$ cat src/rtl/ftf_decoder_29_seq.sv
// Serial FTF (Fibonacci) codeword decoder: one code bit per cycle, MSB first, 29-cycle latency.
// Optional FTF_DEC_CHECK_EN adds a registered code_err (carry out or adjacent-ones check).

// Fallback weights for builds that do not include FNS.vh ahead of this file.
`ifndef FBLEN29
`define FBLEN29 21
`define FNS01 1
`define FNS02 2
`define FNS03 3
`define FNS04 5
`define FNS05 8
`define FNS06 13
`define FNS07 21
`define FNS08 34
`define FNS09 55
`define FNS10 89
`define FNS11 144
`define FNS12 233
`define FNS13 377
`define FNS14 610
`define FNS15 987
`define FNS16 1597
`define FNS17 2584
`define FNS18 4181
`define FNS19 6765
`define FNS20 10946
`define FNS21 17711
`define FNS22 28657
`define FNS23 46368
`define FNS24 75025
`define FNS25 121393
`define FNS26 196418
`define FNS27 317811
`define FNS28 514229
`define FNS29 832040
`endif

module ftf_decoder_29_seq (
    input  logic                clock,
    input  logic                rst_n,
    input  logic [28:0]         code_in,
    input  logic                code_valid,
    output logic                code_ready,
    output logic [`FBLEN29-1:0] data_out,
    output logic                data_valid,
    input  logic                data_ready,
    output logic                code_err
);

    localparam int W = `FBLEN29;

    typedef logic [W:0] acc_t;
    typedef enum logic [1:0] {IDLE = 2'd0, ACC = 2'd1, DONE = 2'd2} state_t;

    state_t      r_state;
    state_t      w_state_next;
    logic [28:0] r_shift;
    logic [4:0]  r_idx;
    acc_t        r_acc;
    acc_t        w_weight;
    acc_t        w_acc_next;
    logic        w_bit;

    // NOTE: sequential state uses non-blocking assignments so every register samples pre-edge values.
    always_ff @(posedge clock or negedge rst_n) begin
        if (!rst_n) r_state <= IDLE;
        else        r_state <= w_state_next;
    end

    // NOTE: defaults first in every always_comb so no path leaves a signal unassigned (no latches).
    always_comb begin
        w_state_next = r_state;
        case (r_state)
            IDLE:    if (code_valid)      w_state_next = ACC;
            ACC:     if (r_idx == 5'd0)   w_state_next = DONE;
            DONE:    if (data_ready)      w_state_next = IDLE;
            default:                      w_state_next = IDLE;
        endcase
    end

    always_comb begin
        code_ready = 1'b0;
        data_valid = 1'b0;
        case (r_state)
            IDLE:    code_ready = 1'b1;
            DONE:    data_valid = 1'b1;
            default: ;
        endcase
    end

    // Weight of the bit currently at the head of the shift register.
    always_comb begin
        w_weight = '0;
        case (r_idx)
            5'd0:  w_weight = acc_t'(`FNS01);
            5'd1:  w_weight = acc_t'(`FNS02);
            5'd2:  w_weight = acc_t'(`FNS03);
            5'd3:  w_weight = acc_t'(`FNS04);
            5'd4:  w_weight = acc_t'(`FNS05);
            5'd5:  w_weight = acc_t'(`FNS06);
            5'd6:  w_weight = acc_t'(`FNS07);
            5'd7:  w_weight = acc_t'(`FNS08);
            5'd8:  w_weight = acc_t'(`FNS09);
            5'd9:  w_weight = acc_t'(`FNS10);
            5'd10: w_weight = acc_t'(`FNS11);
            5'd11: w_weight = acc_t'(`FNS12);
            5'd12: w_weight = acc_t'(`FNS13);
            5'd13: w_weight = acc_t'(`FNS14);
            5'd14: w_weight = acc_t'(`FNS15);
            5'd15: w_weight = acc_t'(`FNS16);
            5'd16: w_weight = acc_t'(`FNS17);
            5'd17: w_weight = acc_t'(`FNS18);
            5'd18: w_weight = acc_t'(`FNS19);
            5'd19: w_weight = acc_t'(`FNS20);
            5'd20: w_weight = acc_t'(`FNS21);
            5'd21: w_weight = acc_t'(`FNS22);
            5'd22: w_weight = acc_t'(`FNS23);
            5'd23: w_weight = acc_t'(`FNS24);
            5'd24: w_weight = acc_t'(`FNS25);
            5'd25: w_weight = acc_t'(`FNS26);
            5'd26: w_weight = acc_t'(`FNS27);
            5'd27: w_weight = acc_t'(`FNS28);
            5'd28: w_weight = acc_t'(`FNS29);
            default: w_weight = '0;
        endcase
    end

    assign w_bit      = r_shift[28];
    assign w_acc_next = r_acc + (w_bit ? w_weight : acc_t'(0));

    always_ff @(posedge clock or negedge rst_n) begin
        if (!rst_n) begin
            r_shift <= '0;
            r_idx   <= 5'd28;
            r_acc   <= '0;
        end else begin
            case (r_state)
                IDLE: if (code_valid) begin
                    r_shift <= code_in;
                    r_idx   <= 5'd28;
                    r_acc   <= '0;
                end
                ACC: begin
                    r_acc   <= w_acc_next;
                    r_shift <= {r_shift[27:0], 1'b0};
                    if (r_idx != 5'd0) r_idx <= r_idx - 5'd1;
                end
                default: ;
            endcase
        end
    end

    assign data_out = r_acc[W-1:0];

`ifdef FTF_DEC_CHECK_EN
    logic r_prev_bit;
    logic r_pair_err;
    logic r_code_err;
    logic w_pair_hit;

    // Odd index i pairs with the previously processed bit i+1.
    assign w_pair_hit = r_idx[0] & w_bit & r_prev_bit;

    always_ff @(posedge clock or negedge rst_n) begin
        if (!rst_n) begin
            r_prev_bit <= 1'b0;
            r_pair_err <= 1'b0;
            r_code_err <= 1'b0;
        end else begin
            case (r_state)
                IDLE: if (code_valid) begin
                    r_prev_bit <= 1'b0;
                    r_pair_err <= 1'b0;
                    r_code_err <= 1'b0;
                end
                ACC: begin
                    r_prev_bit <= w_bit;
                    r_pair_err <= r_pair_err | w_pair_hit;
                    if (r_idx == 5'd0) r_code_err <= w_acc_next[W] | r_pair_err | w_pair_hit;
                end
                default: ;
            endcase
        end
    end

    assign code_err = r_code_err;
`else
    assign code_err = 1'b0;
`endif

endmodule
$ cat config.mk
export PLATFORM = sky130hd
export DESIGN_NAME = ftf_decoder_29_seq
export DESIGN_NICKNAME = d
export VERILOG_FILES = /design/src/rtl/ftf_decoder_29_seq.sv
export SDC_FILE = /design/constraint.sdc
export NUM_CORES = 1
export LEC_CHECK = 0
export CORE_MARGIN = 1
export CORE_UTILIZATION = 45
export CTS_CLUSTER_SIZE = 28
export DETAILED_ROUTE_END_ITERATION = 10
export GPL_ROUTABILITY_DRIVEN = 1
export PLACE_DENSITY = 0.78
export REMOVE_ABC_BUFFERS = 1
export SETUP_SLACK_MARGIN = 0.4
export SYNTH_ARGS = -nofsm -noshare
export SYNTH_HDL_FRONTEND = slang
export SYNTH_SLANG_ARGS = --single-unit
$ cat constraint.sdc
create_clock -name clock -period 4.3 [get_ports clock]
set_input_delay 0.645 -clock clock [delete_from_list [all_inputs] [get_ports clock]]
set_output_delay 0.645 -clock clock [all_outputs]
set_load 0.02 [all_outputs]
==> results of run 1 <==
## critical path: cells and delay by family (launching register included)
kind | cells | cell delay, ns
flip-flops | 1 | 0.53
buffers and inverters | 2 | 0.28
adder cells (fa/ha/maj) | 2 | 0.59
multiplexers | 1 | 0.25
AND/OR/NAND/NOR | 3 | 0.74
AO/OA/AOI/OAI | 6 | 1.19
## layout make-up
cell class	count	area [um2]
multi-input combinational	426	2790
clock inverter	5	56.3
inverter	12	45.0
tap	129	161
fill	887	4180
timing repair buffer	59	576
clock buffer	11	131
sequential	57	1430
## logic make-up after synthesis
group,count (synthesis),share of synthesized area
AOI/OAI and AO/OA,161,0.241
xor gates and xnor gates,10,0.0199
adders and majority gates,30,0.0870
buffers and inverters,48,0.0455
DFF,57,0.325
muxes,36,0.0818
other,1,0.000852
and+or+nand+nor,188,0.199
## layer usage
layer,share of wire,global-route usage
met5,0,0
met4,0.016,0.0758
met3,0.049,0.0361
met2,0.47,0.378
met1,0.46,0.309
## registers in the layout (all words and copies together) (netlist names)
name and count:
r_shift 29, r_idx 5, r_state 2, r_acc 21
## placed cells by master (no fill, tap or decap), drive strengths merged, types with 6 or more instances in the layout
| cell | synthesis | layout |
|---|---|---|
| o31ai | 8 | 8 |
| inv | 11 | 11 |
| nand3 | 11 | 11 |
| mux2i | 36 | 36 |
| nand2 | 79 | 79 |
| clkbuf | 19 | 11 |
| nor3 | 9 | 9 |
| nand4 | 8 | 8 |
| o21ai | 66 | 66 |
| xnor2 | 6 | 6 |
| a21oi | 32 | 32 |
| nand2b | 11 | 11 |
| nor2 | 37 | 37 |
| clkdlybuf4s50 | 0 | 54 |
| and2 | 6 | 6 |
| dfrtp | 54 | 54 |
| a211oi | 9 | 9 |
| ha | 29 | 29 |
| nor2b | 10 | 10 |
## report_power, final
part | switching [W] | total [W] | leakage, nW | internal (W)
Combinational | 0.00183 | 0.00317 | 1.50 | 0.00133
Clock | 0.000234 | 0.000501 | 0.0933 | 0.000267
Sequential | 0.000295 | 0.00111 | 0.687 | 0.000818
Total | 0.00236 | 0.00478 | 2.28 | 0.00242
## stage by stage
stage	setup slack (ns)	std cells	utilization
floorplan	0.450	495	-
global placement	0.775	683	0.534
detailed placement	0.635	683	0.534
CTS	0.583	699	0.554
global route	0.402	699	0.554
finish	0.625	699	0.554
## repair_timing
action,4_1_cts,5_1_grt
resized for setup,0,2
hold buffers,0,0
setup endpoints to repair,0,3
## worst max path at each step
stage                                      start                     to  slack (ns)  cells after the start
after floorplan           r_state[0]$_DFFE_PN0P_   r_idx[3]$_DFFE_PN1P_        0.45                      5
after global placement      r_idx[1]$_DFFE_PN0P_  r_acc[16]$_DFFE_PN0P_        0.78                     14
after detailed placement    r_idx[0]$_DFFE_PN0P_  r_acc[20]$_DFFE_PN0P_        0.64                     14
after CTS                   r_idx[1]$_DFFE_PN0P_  r_acc[20]$_DFFE_PN0P_        0.58                     14
after global routing        r_idx[2]$_DFFE_PN1P_  r_acc[20]$_DFFE_PN0P_        0.40                     14
final                       r_idx[2]$_DFFE_PN1P_  r_acc[20]$_DFFE_PN0P_        0.62                     14
==> results.sh, run 1 <==
export IMPL_synth_area_um2=4400
export IMPL_drc=0
export IMPL_diodes=0
export IMPL_async_reset_ff_frac=1.00
export IMPL_wl_um=11200
export IMPL_slew_violations=0
export IMPL_clock_latency_ns=0.35
export IMPL_synth_area_leaders="dfrtp_1 31%, ha_1 8.2%, mux2i_1 8.2%"
export IMPL_setup_viol=0
export IMPL_ir_worst_vdd_uv=410
export IMPL_grt_pass1_wl_um=18400
export IMPL_leakagePower_nw=2.28
export IMPL_worst_clock_skew_ns=0.00860
export IMPL_first_global_vias=3798
export IMPL_fin_crit_sh=0.855
export IMPL_yosysUniqueCellTypes=63
export IMPL_grt_max_degree=58
export IMPL_netlist_area_leader_share=0.307
export IMPL_postCtsSetupBuffers=0
export IMPL_drive_gt1_frac=0.0596
export IMPL_cts_tree="done"
export IMPL_crit_fanout=9
export IMPL_final_area_um2=5190
export IMPL_maxCapViolCount=0
export IMPL_reg2reg_to="r_acc[20]$_DFFE_PN0P_"
export IMPL_dp_hpwl_um=7930
export IMPL_synth_area_per_cell_um2=8.29
export IMPL_initial_utilization=0.470
export IMPL_rr_worst_depth=14
export IMPL_overflow=0
export IMPL_end_kind="register"
export IMPL_cp_arrival_ns=3.94
export IMPL_ioPinCount=57
export IMPL_clk_pin_slew_ns=0.07
export IMPL_hold_path_class="input port to asynchronous set/reset pin"
export IMPL_synth_warnings=0
export IMPL_worst_path_largest_cell_delay_ns=0.53
export IMPL_grt_antenna_before_repair=0
export IMPL_dr_first_iter_drc_count=259
export IMPL_yosysTopAreaCell="dfrtp_1"
export IMPL_vias=4072
export IMPL_groute_usage_overall=0.230
export IMPL_fmax_mhz=272
export IMPL_synth_enable_flop_cells=0
export IMPL_regToRegSetupSlack_ns=0.62
export IMPL_placed_area_um2=5000
export IMPL_coreArea_um2=9370
export IMPL_outcome="finished, final reports clean"
export IMPL_tightest_slew_ns=0.835
export IMPL_cts_made_buffers=9
export IMPL_total_power_w=0.00478
export IMPL_r2r_start="r_idx[2]$_DFFE_PN1P_"
export IMPL_totalNegativeSetupSlack_ns=0
export IMPL_cp_cell_sequence="clkinv_1, nor2_1, nand2_1, o21ai_0, o21a_1, ha_1, inv_1, fa_1, and2b_1, o2111ai_4, a31oi_4, o21ai_2, o31ai_1, mux2i_1"
export IMPL_wl_per_cell_um=16.0
export IMPL_antenna_left=0
export IMPL_dieHeight_um=101
export IMPL_ys_ff_latch=57
export IMPL_cts_root_buf="clkbuf_8"
export IMPL_rsz0062_at_grt="no"
export IMPL_io_buffers=55
export IMPL_slew_headroom=0.443
export IMPL_area_delta_synth_final_pct=18.0
export IMPL_fin_hold_ws_ns=0.442
export IMPL_avgViaCountPerCell=5.83
export IMPL_cp_start_kind="register"
export IMPL_cts_htree_levels=3
export IMPL_clock_path_buffers=2
export IMPL_cp_data_required_time_ns=4.56
export IMPL_cts_sinks=57
export IMPL_synth_most_common_cell="nand2_1"
export IMPL_firstDrtPassIters=5
export IMPL_std_cell_rows=35
export IMPL_hold_viol=0
export IMPL_nets=628
export IMPL_cp_slowest_cell="dfstp_2"
export IMPL_dieArea_um2=10200
export IMPL_dieWidth_um=101
export IMPL_fin_crit_ns=3.68
export IMPL_critPathKind="register to register"
export IMPL_synthFlopType="dfrtp_1"
export IMPL_powerDensity_nw_per_um2=920
export IMPL_gp_congestion=0.946
export IMPL_syn_inst=531
export IMPL_ys_seq_area_frac=0.325
export IMPL_ys_top_cells_by_count="79 x nand2_1, 58 x o21ai_0, 54 x dfrtp_1"
No activity file was read; power rests on OpenSTA's default activity.
==> run 2, diff against run 1 <==
- REMOVE_ABC_BUFFERS: 1 -> not set
==> results.sh, run 2 (synthesis results as in run 1) <==
export IMPL_worst_clock_skew_ns=0.0115
export IMPL_groute_usage_overall=0.232
export IMPL_hold_buffers=0
export IMPL_layout_common_cells="79 x nand2_1, 58 x o21ai_0, 54 x clkdlybuf4s50_1"
export IMPL_crit_fanout=9
export IMPL_swShare=0.500
export IMPL_clockPowerShare=0.101
export IMPL_cts_root_buf="clkbuf_8"
export IMPL_initial_utilization=0.470
export IMPL_fmax_mhz=272
export IMPL_tightest_slew_ns=0.873
export IMPL_overflow=0
export IMPL_maxCapViolCount=0
export IMPL_pre_cts_ws_ns=0.609
export IMPL_wl_um=11200
export IMPL_std_cell_rows=35
export IMPL_dp_hpwl_um=8250
export IMPL_nets=629
export IMPL_outcome="finished, final reports clean"
export IMPL_cts_made_buffers=9
export IMPL_synthesis_nets=594
export IMPL_grt_max_degree=41
export IMPL_critPathKind="register to register"
export IMPL_seq_power_share=0.232
export IMPL_avgViaCountPerCell=5.90
export IMPL_fin_hold_ws_ns=0.250
export IMPL_ioPinCount=57
export IMPL_fin_crit_ns=3.68
export IMPL_cts_tree="done"
export IMPL_drc=0
export IMPL_setup_slack_ns=0.621
export IMPL_hold_viol=0
export IMPL_largest_reg_flops=29
export IMPL_dieHeight_um=101
export IMPL_end_kind="register"
export IMPL_coreArea_um2=9370
export IMPL_ir_worst_vdd_uv=357
export IMPL_regMostFlops="r_shift"
export IMPL_totalNegativeSetupSlack_ns=0
export IMPL_dieArea_um2=10200
export IMPL_rr_worst_depth=14
export IMPL_slew_headroom=0.417
export IMPL_switching_power_w=0.00238
export IMPL_cp_data_required_time_ns=4.56
export IMPL_area_delta_synth_final_pct=18.1
export IMPL_drive_gt1_frac=0.0665
export IMPL_grt_pass1_wl_um=18600
export IMPL_hold_path_class="input port to asynchronous set/reset pin"
export IMPL_setup_viol=0
export IMPL_dr_first_iter_drc_count=240
export IMPL_leakagePower_nw=2.28
export IMPL_io_buffers=55
export IMPL_grt_antenna_before_repair=0
export IMPL_cts_htree_levels=3
export IMPL_wl_per_cell_um=16.0
export IMPL_clock_latency_ns=0.34
export IMPL_comb_power_share=0.667
export IMPL_firstDrtPassIters=5
export IMPL_fin_crit_sh=0.856
export IMPL_vias=4132
export IMPL_reg2reg_to="r_acc[16]$_DFFE_PN0P_"
export IMPL_clock_path_buffers=2
export IMPL_antenna_left=0
export IMPL_dieWidth_um=101
export IMPL_fillerInstances=887
export IMPL_cts_sinks=57
export IMPL_regToRegSetupSlack_ns=0.62
export IMPL_cp_start_kind="register"
export IMPL_cp_arrival_ns=3.94
export IMPL_clk_pin_slew_ns=0.08
export IMPL_r2r_start="r_idx[2]$_DFFE_PN1P_"
export IMPL_gp_congestion=0.943
export IMPL_slew_violations=0
export IMPL_powerDensity_nw_per_um2=913
export IMPL_diodes=0
export IMPL_p_int_w=0.00237
export IMPL_top_regs="r_shift (29), r_acc (21), r_idx (5)"
export IMPL_layout_commonest_cell="nand2_1"
export IMPL_rsz0062_at_grt="no"
export IMPL_first_global_vias=3882
==> run 2: what timing repair did <==
action                     CTS  global route
resized for setup            0             3
setup endpoints to repair    0             3
setup buffers                0             0
==> run 2: metrics by stage <==
step	utilization	area, um2	total power, W	std cells
after floorplan	-	4400	0.00344	531
final	0.555	5200	0.00475	700
after global routing	0.555	5200	0.00518	700
after global placement	0.535	5010	0.00414	684
after detailed placement	0.535	5010	0.00425	684
after CTS	0.554	5190	0.00474	700
==> run 2: worst max-delay path by stage <==
stage                    startpoint                     to  depth (start not counted)
6_report       r_idx[2]$_DFFE_PN1P_  r_acc[16]$_DFFE_PN0P_                         14
5_1_grt        r_idx[2]$_DFFE_PN1P_  r_acc[16]$_DFFE_PN0P_                         14
4_1_cts        r_idx[0]$_DFFE_PN0P_  r_acc[16]$_DFFE_PN0P_                         14
3_5_place_dp   r_idx[0]$_DFFE_PN0P_  r_acc[20]$_DFFE_PN0P_                         14
3_3_place_gp   r_idx[0]$_DFFE_PN0P_  r_acc[16]$_DFFE_PN0P_                         14
2_1_floorplan  r_idx[0]$_DFFE_PN0P_  r_acc[16]$_DFFE_PN0P_                         15
==> run 2: final cells by class <==
| class | instances | area, um2 | area share |
|---|---|---|---|
| sequential | 57 | 1430 | 0.276 |
| clock buffer | 9 | 124 | 0.0238 |
| inverter | 12 | 45.0 | 0.00866 |
| multi-input combinational | 426 | 2790 | 0.537 |
| timing repair buffer | 60 | 583 | 0.112 |
| clock inverter | 7 | 58.8 | 0.0113 |
| tap | 129 | 161 | 0.0310 |
==> run 2: worst max-delay path, stage by stage (launching register included) <==
cell       delay [ns]
dfstp_2          0.53
clkinv_1         0.23
nor2_2           0.33
nand2_1          0.10
o21ai_0          0.20
o21a_1           0.16
ha_1             0.18
inv_1            0.06
fa_1             0.39
and2b_1          0.27
o2111ai_4        0.15
a31oi_4          0.22
o21ai_2          0.14
or4_1            0.51
nand3_1          0.11
==> run 2: power by group through the flow <==
stage	Sequential [W]	Combinational (W)	Clock, W
detailed placement	0.00110	0.00314	0
finish	0.00110	0.00317	0.000478
global placement	0.00109	0.00304	0
floorplan	0.00108	0.00236	0
global route	0.00114	0.00352	0.000518
CTS	0.00110	0.00316	0.000492
==> run 2: per-layer routing <==
metal | global-route usage | wire length (um) | vias up | share of wire
li1 | - | - | 2000 | -
met1 | 0.300 | 5020 | 1954 | 0.45
met2 | 0.377 | 5250 | 150 | 0.47
met3 | 0.0430 | 615 | 28 | 0.055
met4 | 0.109 | 344 | 0 | 0.031
met5 | 0 | 0 | - | 0
